`config.mk`:
```
export PLATFORM = sky130hd
export DESIGN_NAME = wide_serializer
export DESIGN_NICKNAME = d
export VERILOG_FILES = /design/src/rtl/wide_serializer.sv
export SDC_FILE = /design/constraint.sdc
export NUM_CORES = 1
export LEC_CHECK = 0
export BUFFER_PORTS_ARGS = -buffer_cell sky130_fd_sc_hd__buf_2
export CORE_MARGIN = 5
export CORE_UTILIZATION = 35
export CTS_CLUSTER_DIAMETER = 40
export DETAILED_ROUTE_END_ITERATION = 6
export GPL_TIMING_DRIVEN = 0
export PLACE_DENSITY = 0.52
export SLEW_MARGIN = 5
export SYNTH_ARGS = -nofsm -noshare
export SYNTH_HDL_FRONTEND = slang
export SYNTH_SLANG_ARGS = --single-unit
```
`constraint.sdc`:
```
create_clock -name clk -period 5.8 [get_ports clk]
set_input_delay 0.58 -clock clk [delete_from_list [all_inputs] [get_ports clk]]
set_output_delay 0.58 -clock clk [all_outputs]
set_load 0.05 [all_outputs]
```
`src/rtl/wide_serializer.sv`:
```
// rtl/wide_serializer.sv - IN_W-to-OUT_W parallel-to-serial converter with one-word hold buffer
// Streams back-to-back words with no idle beats; outputs depend only on registered state.
module wide_serializer #(
  parameter int IN_W      = 16,
  parameter int OUT_W     = 1,
  parameter int LSB_FIRST = 0
) (
  input  logic             clk,
  input  logic             reset,
  input  logic [IN_W-1:0]  data_i,
  input  logic             valid_i,
  output logic             ready_o,
  output logic [OUT_W-1:0] data_o,
  output logic             valid_o,
  input  logic             ready_i,
  output logic             last_o
);

  localparam int BEATS = IN_W / OUT_W;
  localparam int CNT_W = (BEATS > 1) ? $clog2(BEATS) : 1;
  localparam logic [CNT_W-1:0] CNT_FIRST = CNT_W'(BEATS - 1);

  generate
    if (OUT_W < 1 || OUT_W > IN_W || (IN_W % OUT_W) != 0) begin : g_bad_params
      $error("wide_serializer: IN_W must be a positive multiple of OUT_W");
    end
  endgenerate

  typedef enum logic [1:0] {
    EMPTY = 2'd0,
    SHIFT = 2'd1,
    FULL  = 2'd2
  } state_t;

  state_t            r_state;
  logic [IN_W-1:0]   r_sr;
  logic [IN_W-1:0]   r_hr;
  logic [CNT_W-1:0]  r_cnt;
  logic              r_valid;
  logic              r_ready;

  logic              w_acc;
  logic              w_fire;
  logic              w_lastf;
  logic [IN_W-1:0]   w_shifted;

  assign w_acc   = valid_i && r_ready;
  assign w_fire  = r_valid && ready_i;
  assign w_lastf = w_fire && (r_cnt == '0);

  // The vacated end is zero-filled so no stale bits ever reach data_o.
  assign w_shifted = (LSB_FIRST != 0) ? (r_sr >> OUT_W) : (r_sr << OUT_W);

  assign valid_o = r_valid;
  assign ready_o = r_ready;
  assign last_o  = r_valid && (r_cnt == '0);
  assign data_o  = (LSB_FIRST != 0) ? r_sr[OUT_W-1:0] : r_sr[IN_W-1 -: OUT_W];

  always_ff @(posedge clk or posedge reset) begin
    if (reset) begin
      r_state <= EMPTY;
      r_sr    <= '0;
      r_hr    <= '0;
      r_cnt   <= '0;
      r_valid <= 1'b0;
      r_ready <= 1'b1;
    end else begin
      case (r_state)
        EMPTY: begin
          if (w_acc) begin
            r_sr    <= data_i;
            r_cnt   <= CNT_FIRST;
            r_state <= SHIFT;
            r_valid <= 1'b1;
          end
        end
        SHIFT: begin
          if (w_lastf) begin
            if (w_acc) begin
              r_sr  <= data_i;
              r_cnt <= CNT_FIRST;
            end else begin
              r_state <= EMPTY;
              r_valid <= 1'b0;
            end
          end else begin
            if (w_fire) begin
              r_sr  <= w_shifted;
              r_cnt <= r_cnt - 1'b1;
            end
            if (w_acc) begin
              r_hr    <= data_i;
              r_state <= FULL;
              r_ready <= 1'b0;
            end
          end
        end
        FULL: begin
          // The held word moves straight into the shifter on the last beat: no gap.
          if (w_lastf) begin
            r_sr    <= r_hr;
            r_cnt   <= CNT_FIRST;
            r_state <= SHIFT;
            r_ready <= 1'b1;
          end else if (w_fire) begin
            r_sr  <= w_shifted;
            r_cnt <= r_cnt - 1'b1;
          end
        end
        default: begin
          r_state <= EMPTY;
          r_valid <= 1'b0;
          r_ready <= 1'b1;
        end
      endcase
    end
  end

endmodule

```
Yosys cells after proc, flatten, opt, wreduce, memory -nomap -nowiden
Cells that the tools add are included.
{"block": "totals", "inputBits": 20, "word_cells": 55, "regBits": 40, "output_inout_bits": 4}
{"block": "op_classes", "reduce_logical": 11, "n_eq_ne": 10, "addsub": 1, "n_mux": 24, "bitwise_logic": 3}
{"op": "16-bit two-way mux", "n": 4}
{"op": "16-bit case mux with 3 select lines", "n": 1}
{"op": "4-bit two-way mux", "n": 4}
{"op": "2-bit != test (second input constant)", "n": 6}
{"op": "4-bit case mux with 3 select lines", "n": 1}
{"op": "4-bit AND reduction", "n": 3}
{"op": "2-bit two-way mux", "n": 5}
{"op": "1-bit two-way mux", "n": 6}
{"op": "3-bit != test (second input constant)", "n": 2}
{"op": "1-bit case mux with 3 select lines", "n": 2}
{"op": "2-bit case mux with 3 select lines", "n": 1}
{"op": "1-bit logical AND", "n": 4}
{"op": "4-bit logical NOT", "n": 1}
{"op": "4-bit by 1-bit subtractor with 4-bit output (second input constant)", "n": 1}
{"op": "1-bit NOT", "n": 3}
{"op": "3-bit AND reduction", "n": 1}
{"op": "3-bit nonzero test", "n": 1}
{"op": "2-bit by 1-bit equality test with 1-bit output (second input constant)", "n": 1}
{"op": "2-bit equality test (second input constant)", "n": 1}
{"op": "2-bit logical NOT", "n": 1}

Logic depth before layout (Yosys ltp)
Gate-level depths: netlist of the first run.
{"block": "depth", "word_depth": 4, "ltp_mapped": 9, "mapped_depth_nobuf": 6}

Worst setup path after synthesis of the first run
Ideal clock, no wire load.
{"block": "synth_timing", "path_kind": "flip-flop to flip-flop", "startpoint": "register r_ready (netlist: ready_o)", "endpoint": "register r_sr[10]", "n_path_buf": 1, "t_arrival_ns": 2.074, "stages_incl_launch_ff": 6, "period_less_slack_ns": 2.200, "required_ns": 5.674, "slack_ns": 3.600, "setup_time_ns": 0.126, "cell_sequence": "dfstp_2 nand2_2 nor2_1 buf_1 mux2_2 a221o_1"}
{"block": "synth_between", "elab_chain_len": 4}
{"element": "start, declared", "line_no": "40", "source": "logic r_ready;"}
{"element": "start signal, assigned", "line_no": "66", "source": "r_ready <= 1'b1;"}
{"element": "start signal, assigned", "line_no": "94", "source": "r_ready <= 1'b0;"}
{"element": "start signal, assigned", "line_no": "104", "source": "r_ready <= 1'b1;"}
{"element": "1-bit logical AND *", "line_no": "47", "source": "assign w_acc = valid_i && r_ready;"}
{"element": "16-bit two-way mux *"}
{"element": "16-bit two-way mux"}
{"element": "16-bit case mux with 3 select lines *"}
{"element": "end signal, assigned", "line_no": "71", "source": "r_sr <= data_i;"}
{"element": "end signal, assigned", "line_no": "80", "source": "r_sr <= data_i;"}
{"element": "end signal, assigned", "line_no": "88", "source": "r_sr <= w_shifted;"}
{"element": "end, declared", "line_no": "36", "source": "logic [IN_W-1:0] r_sr;"}
Mark *: on every way between the ends. The rest lies on a longest branch, timed or not.
A chain may end at the register's enable or synchronous reset.

Worst setup path after layout of the first run
{"block": "layout_timing", "startpoint": "register r_state[0]", "endpoint": "register r_sr[13]"}
{"block": "layout_between", "elab_chain_len": 2, "word_cells_on_any_way": 5, "classes_between": "eq/ne (2); mux (1); reduce/logical (2)"}
{"element": "start, declared", "line_no": "35", "source": "state_t r_state;"}
{"element": "start signal, assigned", "line_no": "61", "source": "r_state <= EMPTY;"}
{"element": "start signal, assigned", "line_no": "73", "source": "r_state <= SHIFT;"}
{"element": "start signal, assigned", "line_no": "83", "source": "r_state <= EMPTY;"}
{"element": "2-bit equality test (tied with other cells)", "line_no": "68", "source": "case (r_state)"}
{"element": "16-bit case mux with 3 select lines / 3-bit nonzero test (equally long branches)"}
Several ways; a longest one is shown, not always the timed one.

==> PnR_summary.wiki, run 1 <==
{| class="wikitable"
! Metric !! Value
|-
| Number of gates given a new drive strength after cts || 0
|-
| EDFF count, synth || 0
|-
| Library cell with the largest summed area after synthesis || sky130_fd_sc_hd__dfrtp_1
|-
| Post-Synthesis Cell Area || 2380 um2
|-
| Insertion delay of the later-clocked pin in the worst-skew pair || 0.30 ns
|-
| Total vias in the final route || 1,915
|-
| CP max FO || 10
|-
| Top flip-flop cell by instance count after synthesis || sky130_fd_sc_hd__dfrtp_1
|-
| Die Ht || 92.5 um
|-
| Cell count after placement || 337
|-
| Number of buffers added to fix hold violations after cts || 0
|-
| Max Freq || 0.419 GHz
|-
| Number of instances in the synthesized netlist || 233
|-
| CTS clock-pin slew for the worst setup and hold paths || 0.08 ns
|-
| Sequential-to-total area share from yosys stat || 42.0%
|-
| Async SR Flop Fraction || 100%
|-
| I/O pin count || 24
|-
| First-pass GRT wire length || 9.82 mm
|-
| Row cnt || 30
|-
| Average instance area after synthesis || 10.2 um2
|-
| Total of fill cells in the finished design || 683
|-
| Die area || 8560 um2
|-
| Leftover overflow at the end of global routing || 0
|-
| Switching share of power || 42.0%
|-
| Number of buffers added by the clock tree synthesis step || 5
|-
| Synthesis-to-layout area growth || 14.3%
|-
| Combinational cell fraction of total power || 50.8%
|-
| Area of all sequential standard cells || 1000 um2
|-
| Max Clock Skew || 0.00768 ns
|-
| Path category of the worst min-delay check || input port to async pin
|-
| Worst Path Arrival || 2.56 ns
|-
| Number of pins exceeding their max-slew limit in the final report || 0
|-
| Drt total wl || 5.69 mm
|-
| Leakage || 1.16 nW
|-
| Max-cap violations || 0
|-
| Routability Congestion || 0.747
|-
| Logic depth of the worst register-to-register path || 5
|-
| Net Switching || 0.604 mW
|-
| Worst-margin pin slew || 0.677 ns
|-
| Power Dens Cells || 528 nW/um2
|-
| Clock tree root driver cell || sky130_fd_sc_hd__clkbuf_8
|-
| Required time of the worst setup path || 5.98 ns
|-
| Placeable core area || 6720 um2
|-
| Top cells by count, synth || 39 x sky130_fd_sc_hd__dfrtp_1, 36 x sky130_fd_sc_hd__nand2_1, 29 x sky130_fd_sc_hd__mux2_2
|-
| Maximum buffer depth of the clock tree || 2
|-
| Average vias per placed instance || 5.55
|-
| Drt wl/cell || 16.5 um
|-
| DP Wirelength || 4.02 mm
|-
| Finish-stage setup viols || 0
|-
| Syn Nets || 259
|-
| Port Buffer Count || 23
|-
| Worst-case headroom to the max-slew limit || 54.8%
|-
| Ranking of synthesized cells by area || sky130_fd_sc_hd__dfrtp_1 41%, sky130_fd_sc_hd__mux2_2 14%, sky130_fd_sc_hd__a221o_1 6.3%, sky130_fd_sc_hd__nand2_1 5.7%, sky130_fd_sc_hd__a21oi_1 5.5%
|-
| Post-CTS setup buffers || 0
|-
| Initial antenna violation count || 0
|-
| Final hold slack || 0.283 ns
|-
| Clk network pwr share || 14.1%
|-
| Share of the cycle needed by the critical path after routing || 41.1%
|-
| First-pass detailed-route iteration total || 4
|-
| Number of hold-slack violations in the final timing report || 0
|-
| Clock period minus worst slack || 2.39 ns
|-
| Most common cell in the netlist || sky130_fd_sc_hd__dfrtp_1
|-
| Proportion of netlist area held by the largest area contributor || 40.9%
|-
| Worst vdd ir || 0.157 mV
|-
| DR iter-0 viols || 79
|-
| Setup_tns || 0 ns
|-
| H-tree levels || 2
|-
| Number of antenna repair diodes || 0
|-
| Kind of end point of the critical path || register
|-
| DRC || 0
|-
| Number of nets with antenna violations after routing || 0
|-
| Number of clock sinks seen by CTS || 40
|-
| Least setup slack across all paths after layout || 3.41 ns
|-
| TritonCTS clock tree || done
|-
| Number of library cell types mapped by synthesis || 51
|-
| Total power of the final layout || 1.44 mW
|-
| Status || completed
|-
| Die extent in x || 92.5 um
|-
| Total routing usage reported by global routing || 14.4%
|-
| Worst slack at placement || 3.36 ns
|-
| Critical Path Start Type || register
|-
| Via count of the first global-routing pass || 1,971
|-
| Pin count of the biggest net entering global routing || 23
|-
| Type of the worst setup path || register to register
|-
| Area of combinational cells with multiple inputs || 1250 um2
|-
| Synthesis-stage register bit count || 40
|-
| RSZ-0062 raised after global routing || no
|-
| Fin nets || 290
|-
| Final Non-Filler Cells || 345
|-
| Layout cell share with drive strength beyond 1 || 30.2%
|-
| Part of the total power dissipated in sequential elements || 35.1%
|-
| Internal power consumption || 0.834 mW
|-
| Effective utilization at floorplan || 35.5%
|-
| Number of warnings issued by yosys || 0
|}
registers in the layout, indices dropped and copies added, names as in the netlist:
signal   flops
r_sr        16
r_state      2
r_hr        16
r_cnt        4
valid_o      1
ready_o      1
worst paths after layout:
check / slack, ns / endpoint / start
min: 0.28 / r_hr[7] / reset
min reg2reg: 0.50 / r_hr[0] / r_hr[0]
max in group asynchronous: 5.05 / r_cnt[1] / reset
min in group clk: 0.50 / r_hr[0] / r_hr[0]
max: 3.41 / r_sr[13] / r_state[0]
max reg2reg: 3.41 / r_sr[13] / r_state[0]
worst max-delay path: stages, from the launching register on:
cell	delay [ns]
sky130_fd_sc_hd__dfrtp_1	0.44
sky130_fd_sc_hd__ha_1	0.31
sky130_fd_sc_hd__nor2_1	0.23
sky130_fd_sc_hd__buf_1	0.55
sky130_fd_sc_hd__mux2_2	0.41
sky130_fd_sc_hd__a221o_1	0.32
layout by cell type, fill, tap and decap left out, types with 2 or more instances in the layout:
cell type,instances
sky130_fd_sc_hd__nand3_1,6
sky130_fd_sc_hd__a221o_1,15
sky130_fd_sc_hd__buf_2,27
sky130_fd_sc_hd__buf_6,3
sky130_fd_sc_hd__mux2_1,2
sky130_fd_sc_hd__inv_1,7
sky130_fd_sc_hd__clkbuf_8,6
sky130_fd_sc_hd__a21oi_1,26
sky130_fd_sc_hd__mux2_2,29
sky130_fd_sc_hd__nor2_1,6
sky130_fd_sc_hd__o2bb2ai_1,2
sky130_fd_sc_hd__clkinvlp_4,2
sky130_fd_sc_hd__and2_1,2
sky130_fd_sc_hd__o21ai_0,5
sky130_fd_sc_hd__o221ai_1,2
sky130_fd_sc_hd__a22oi_1,2
sky130_fd_sc_hd__nor4_1,2
sky130_fd_sc_hd__a32oi_1,2
sky130_fd_sc_hd__clkbuf_1,5
sky130_fd_sc_hd__ha_1,6
sky130_fd_sc_hd__dfrtp_1,39
sky130_fd_sc_hd__nand2_1,36
metrics by stage:
| stage | utilization, % | cell area [um2] |
|---|---|---|
| 2_1_floorplan | - | 2380 |
| 3_3_place_gp | 38.7 | 2600 |
| 3_5_place_dp | 39.1 | 2630 |
| 4_1_cts | 40.6 | 2730 |
| 5_1_grt | 40.6 | 2730 |
| 6_report | 40.6 | 2730 |
power by group through the flow:
stage          registers (mW)  clock network (mW)  logic (mW)
5_1_grt                 0.523               0.222       0.819
3_3_place_gp            0.508                   0       0.722
2_1_floorplan           0.512                   0       0.557
3_5_place_dp            0.510                   0       0.736
6_report                0.505               0.203       0.730
4_1_cts                 0.504               0.212       0.737
cells by family after synthesis:
logic type	synth area share, %
simple gates	14.6
compound gates	20.2
flops	42.0
mux	14.6
buf+inv	5.40
fa+ha+maj	3.15
area by class of cell:
type / count / share of cell area, %
plain buffers: 15 / 3.63
clock buffers: 6 / 3.03
clock inverters: 2 / 0.551
inverters: 8 / 1.10
multi-input cells: 170 / 46.0
flip-flops and latches: 40 / 36.8
well taps: 80 / 3.67
repair buffers: 24 / 5.23
per-layer routing:
layer	global-route usage, %	routed length (um)	vias up
met5	0	0	-
met4	5.57	109	0
met3	2.68	151	9
met2	21.9	2630	32
met1	20.0	2800	949
li1	-	-	925
No activity file was read; power rests on OpenSTA's default activity.
==> run 2: changes to the inputs <==
==> constraint.sdc (replaced) <==
create_clock -name clk -period 2.2 [get_ports clk]
set_input_delay 0.22 -clock clk [delete_from_list [all_inputs] [get_ports clk]]
set_output_delay 0.22 -clock clk [all_outputs]
set_load 0.05 [all_outputs]
==> run 2 against run 1 <==
  * Core utilization increased by 1.1 points
  * Register-to-register slack got worse by 3.3 ns
  * Maximum frequency increased by 15%
  * Worst hold slack lost 0.12 ns
  * Clock-buffer cell count stayed put
  * Critical endpoint is now r_sr[4]
  * Sequential power increased to 2.6 times the previous value
==> PnR_summary.wiki, run 2 (synthesized netlist as in run 1, its figures left out) <==
{| class="wikitable"
! Metric !! Value
|-
| DP Wirelength || 4.02 mm
|-
| CP Cell Sequence || ha_1 -> nor2_1 -> buf_2 -> mux2_2 -> a221o_1
|-
| Number of clock sinks seen by CTS || 40
|-
| Worst-margin pin slew || 0.537 ns
|-
| Setup_tns || 0 ns
|-
| Total of fill cells in the finished design || 678
|-
| TritonCTS clock tree || done
|-
| Pin count of the biggest net entering global routing || 23
|-
| Finish-stage setup viols || 0
|-
| CP bufs+invs || 1
|-
| Die area || 8560 um2
|-
| Hold Path Cell Cnt || 2
|-
| Initial antenna violation count || 0
|-
| R2r setup slk || 0.12 ns
|-
| Path category of the worst min-delay check || input port to register
|-
| Worst-case headroom to the max-slew limit || 64.2%
|-
| Capturing instance or port of the critical path || r_sr[4]
|-
| Number of nets with antenna violations after routing || 0
|-
| Cell at the slowest stage of the critical path || sky130_fd_sc_hd__dfrtp_2
|-
| Die extent in x || 92.5 um
|-
| Worst Path Arrival || 2.26 ns
|-
| Final hold slack || 0.159 ns
|-
| Largest regs || r_hr (16), r_sr (16), r_cnt (4)
|-
| Commonest non-fill, non-tap cells in the layout || 38 x sky130_fd_sc_hd__dfrtp_1, 36 x sky130_fd_sc_hd__nand2_1, 29 x sky130_fd_sc_hd__mux2_2
|-
| Synthesis-to-layout area growth || 17.3%
|-
| Number of antenna repair diodes || 0
|-
| Worst R2R Start || r_state[0]
|-
| Clock period minus worst slack || 2.08 ns
|-
| I/O pin count || 24
|-
| Final cell utilization of the core || 41.6%
|-
| Most common cell after layout, fill and taps aside || sky130_fd_sc_hd__dfrtp_1
|-
| Port Buffer Count || 23
|-
| First-pass detailed-route iteration total || 4
|-
| Total routing usage reported by global routing || 14.4%
|-
| Instance area at placement || 2630 um2
|-
| Number of buffers added by the clock tree synthesis step || 5
|-
| Drt total wl || 5.77 mm
|-
| Kind of end point of the critical path || register
|-
| Leftover overflow at the end of global routing || 0
|-
| Effective utilization at floorplan || 35.5%
|-
| Number of hold-slack violations in the final timing report || 0
|-
| Total vias in the final route || 1,968
|-
| Insertion delay of the later-clocked pin in the worst-skew pair || 0.30 ns
|-
| First-pass GRT wire length || 9.85 mm
|-
| Max Clock Skew || 0.00589 ns
|-
| Fin nets || 295
|-
| Required time of the worst setup path || 2.38 ns
|-
| Levels on crit path || 5
|-
| DRC || 0
|-
| Leakage || 1.19 nW
|-
| Via count of the first global-routing pass || 1,972
|-
| Clock tree root driver cell || sky130_fd_sc_hd__clkbuf_8
|-
| Crit path launch || r_state[0]
|-
| Critical path's largest stage delay || 0.45 ns
|-
| Die Ht || 92.5 um
|-
| Placeable core area || 6720 um2
|-
| Power Dens Cells || 1400 nW/um2
|-
| Worst vdd ir || 0.423 mV
|-
| Maximum buffer depth of the clock tree || 2
|-
| Max-cap violations || 0
|-
| RSZ-0062 raised after global routing || no
|-
| Design area || 2800 um2
|-
| Average vias per placed instance || 5.62
|-
| DR iter-0 viols || 86
|-
| Number of pins exceeding their max-slew limit in the final report || 0
|-
| Status || completed
|-
| Routability Congestion || 0.747
|-
| Row cnt || 30
|-
| Type of the worst setup path || register to register
|-
| Layout cell share with drive strength beyond 1 || 34.1%
|-
| Family with the most delay on the worst path || flip-flops
|-
| Capture instance of the worst register-to-register path || r_sr[4]
|-
| Logic depth of the worst register-to-register path || 5
|-
| CP max FO || 10
|-
| Drt wl/cell || 16.5 um
|-
| Share of the cycle needed by the critical path after routing || 94.5%
|-
| H-tree levels || 2
|-
| CTS clock-pin slew for the worst setup and hold paths || 0.09 ns
|-
| Critical Path Start Type || register
|-
| Max Freq || 0.481 GHz
|}
==> run 2: how the worst min path moves through the flow <==
stage	startpoint	end
detailed placement	reset	r_hr[7]
global placement	data_i[0]	r_hr[0]
global route	data_i[15]	r_hr[15]
finish	data_i[14]	r_hr[14]
floorplan	data_i[0]	r_hr[0]
CTS	data_i[14]	r_hr[14]
==> run 2: layer usage <==
metal | wire [um] | GRT usage [%] | vias up | part of all wire [%]
met4 | 108 | 5.45 | 0 | 1.9
met5 | 0 | 0 | - | 0
li1 | - | - | 938 | -
met2 | 2660 | 22.4 | 57 | 46
met3 | 230 | 2.60 | 9 | 4.0
met1 | 2770 | 19.9 | 964 | 48
==> run 2: timing repair <==
action	4_1_cts	5_1_grt
setup endpoints to repair	24	16
hold buffers	1	0
pin swaps	1	1
resized for setup	4	8
endpoints found under the hold margin	17	0
setup buffers	2	2
==> run 2: worst reg2reg max path, stage by stage, from the launching register on <==
cell                      delay [ns]
sky130_fd_sc_hd__dfrtp_2        0.45
sky130_fd_sc_hd__ha_1           0.31
sky130_fd_sc_hd__nor2_1         0.23
sky130_fd_sc_hd__buf_2          0.30
sky130_fd_sc_hd__mux2_2         0.37
sky130_fd_sc_hd__a221o_1        0.32
==> run 2: report_power, final <==
group	switching, mW	internal, mW
clock	0.281	0.254
combinational	1.09	0.941
sequential	0.251	1.08
total	1.63	2.28
==> run 2: layout make-up <==
type / count / area (um2) / area share, %
Buffer: 15 / 106 / 3.80
Clock buffer: 6 / 82.6 / 2.95
Clock inverter: 2 / 15.0 / 0.537
Inverter: 8 / 30.0 / 1.07
Multi-Input combinational cell: 170 / 1280 / 45.6
Sequential cell: 40 / 1000 / 35.9
Tap cell: 80 / 100 / 3.58
Timing Repair Buffer: 29 / 183 / 6.53
==> run 2: per-stage QoR <==
step	instances	total power, mW	worst slack, ns
3_5_place_dp	337	3.28	-0.131
4_1_cts	348	3.87	0.0630
3_3_place_gp	336	3.24	-0.145
5_1_grt	350	4.24	0.0141
6_report	350	3.90	0.122
2_1_floorplan	233	2.82	0.000292
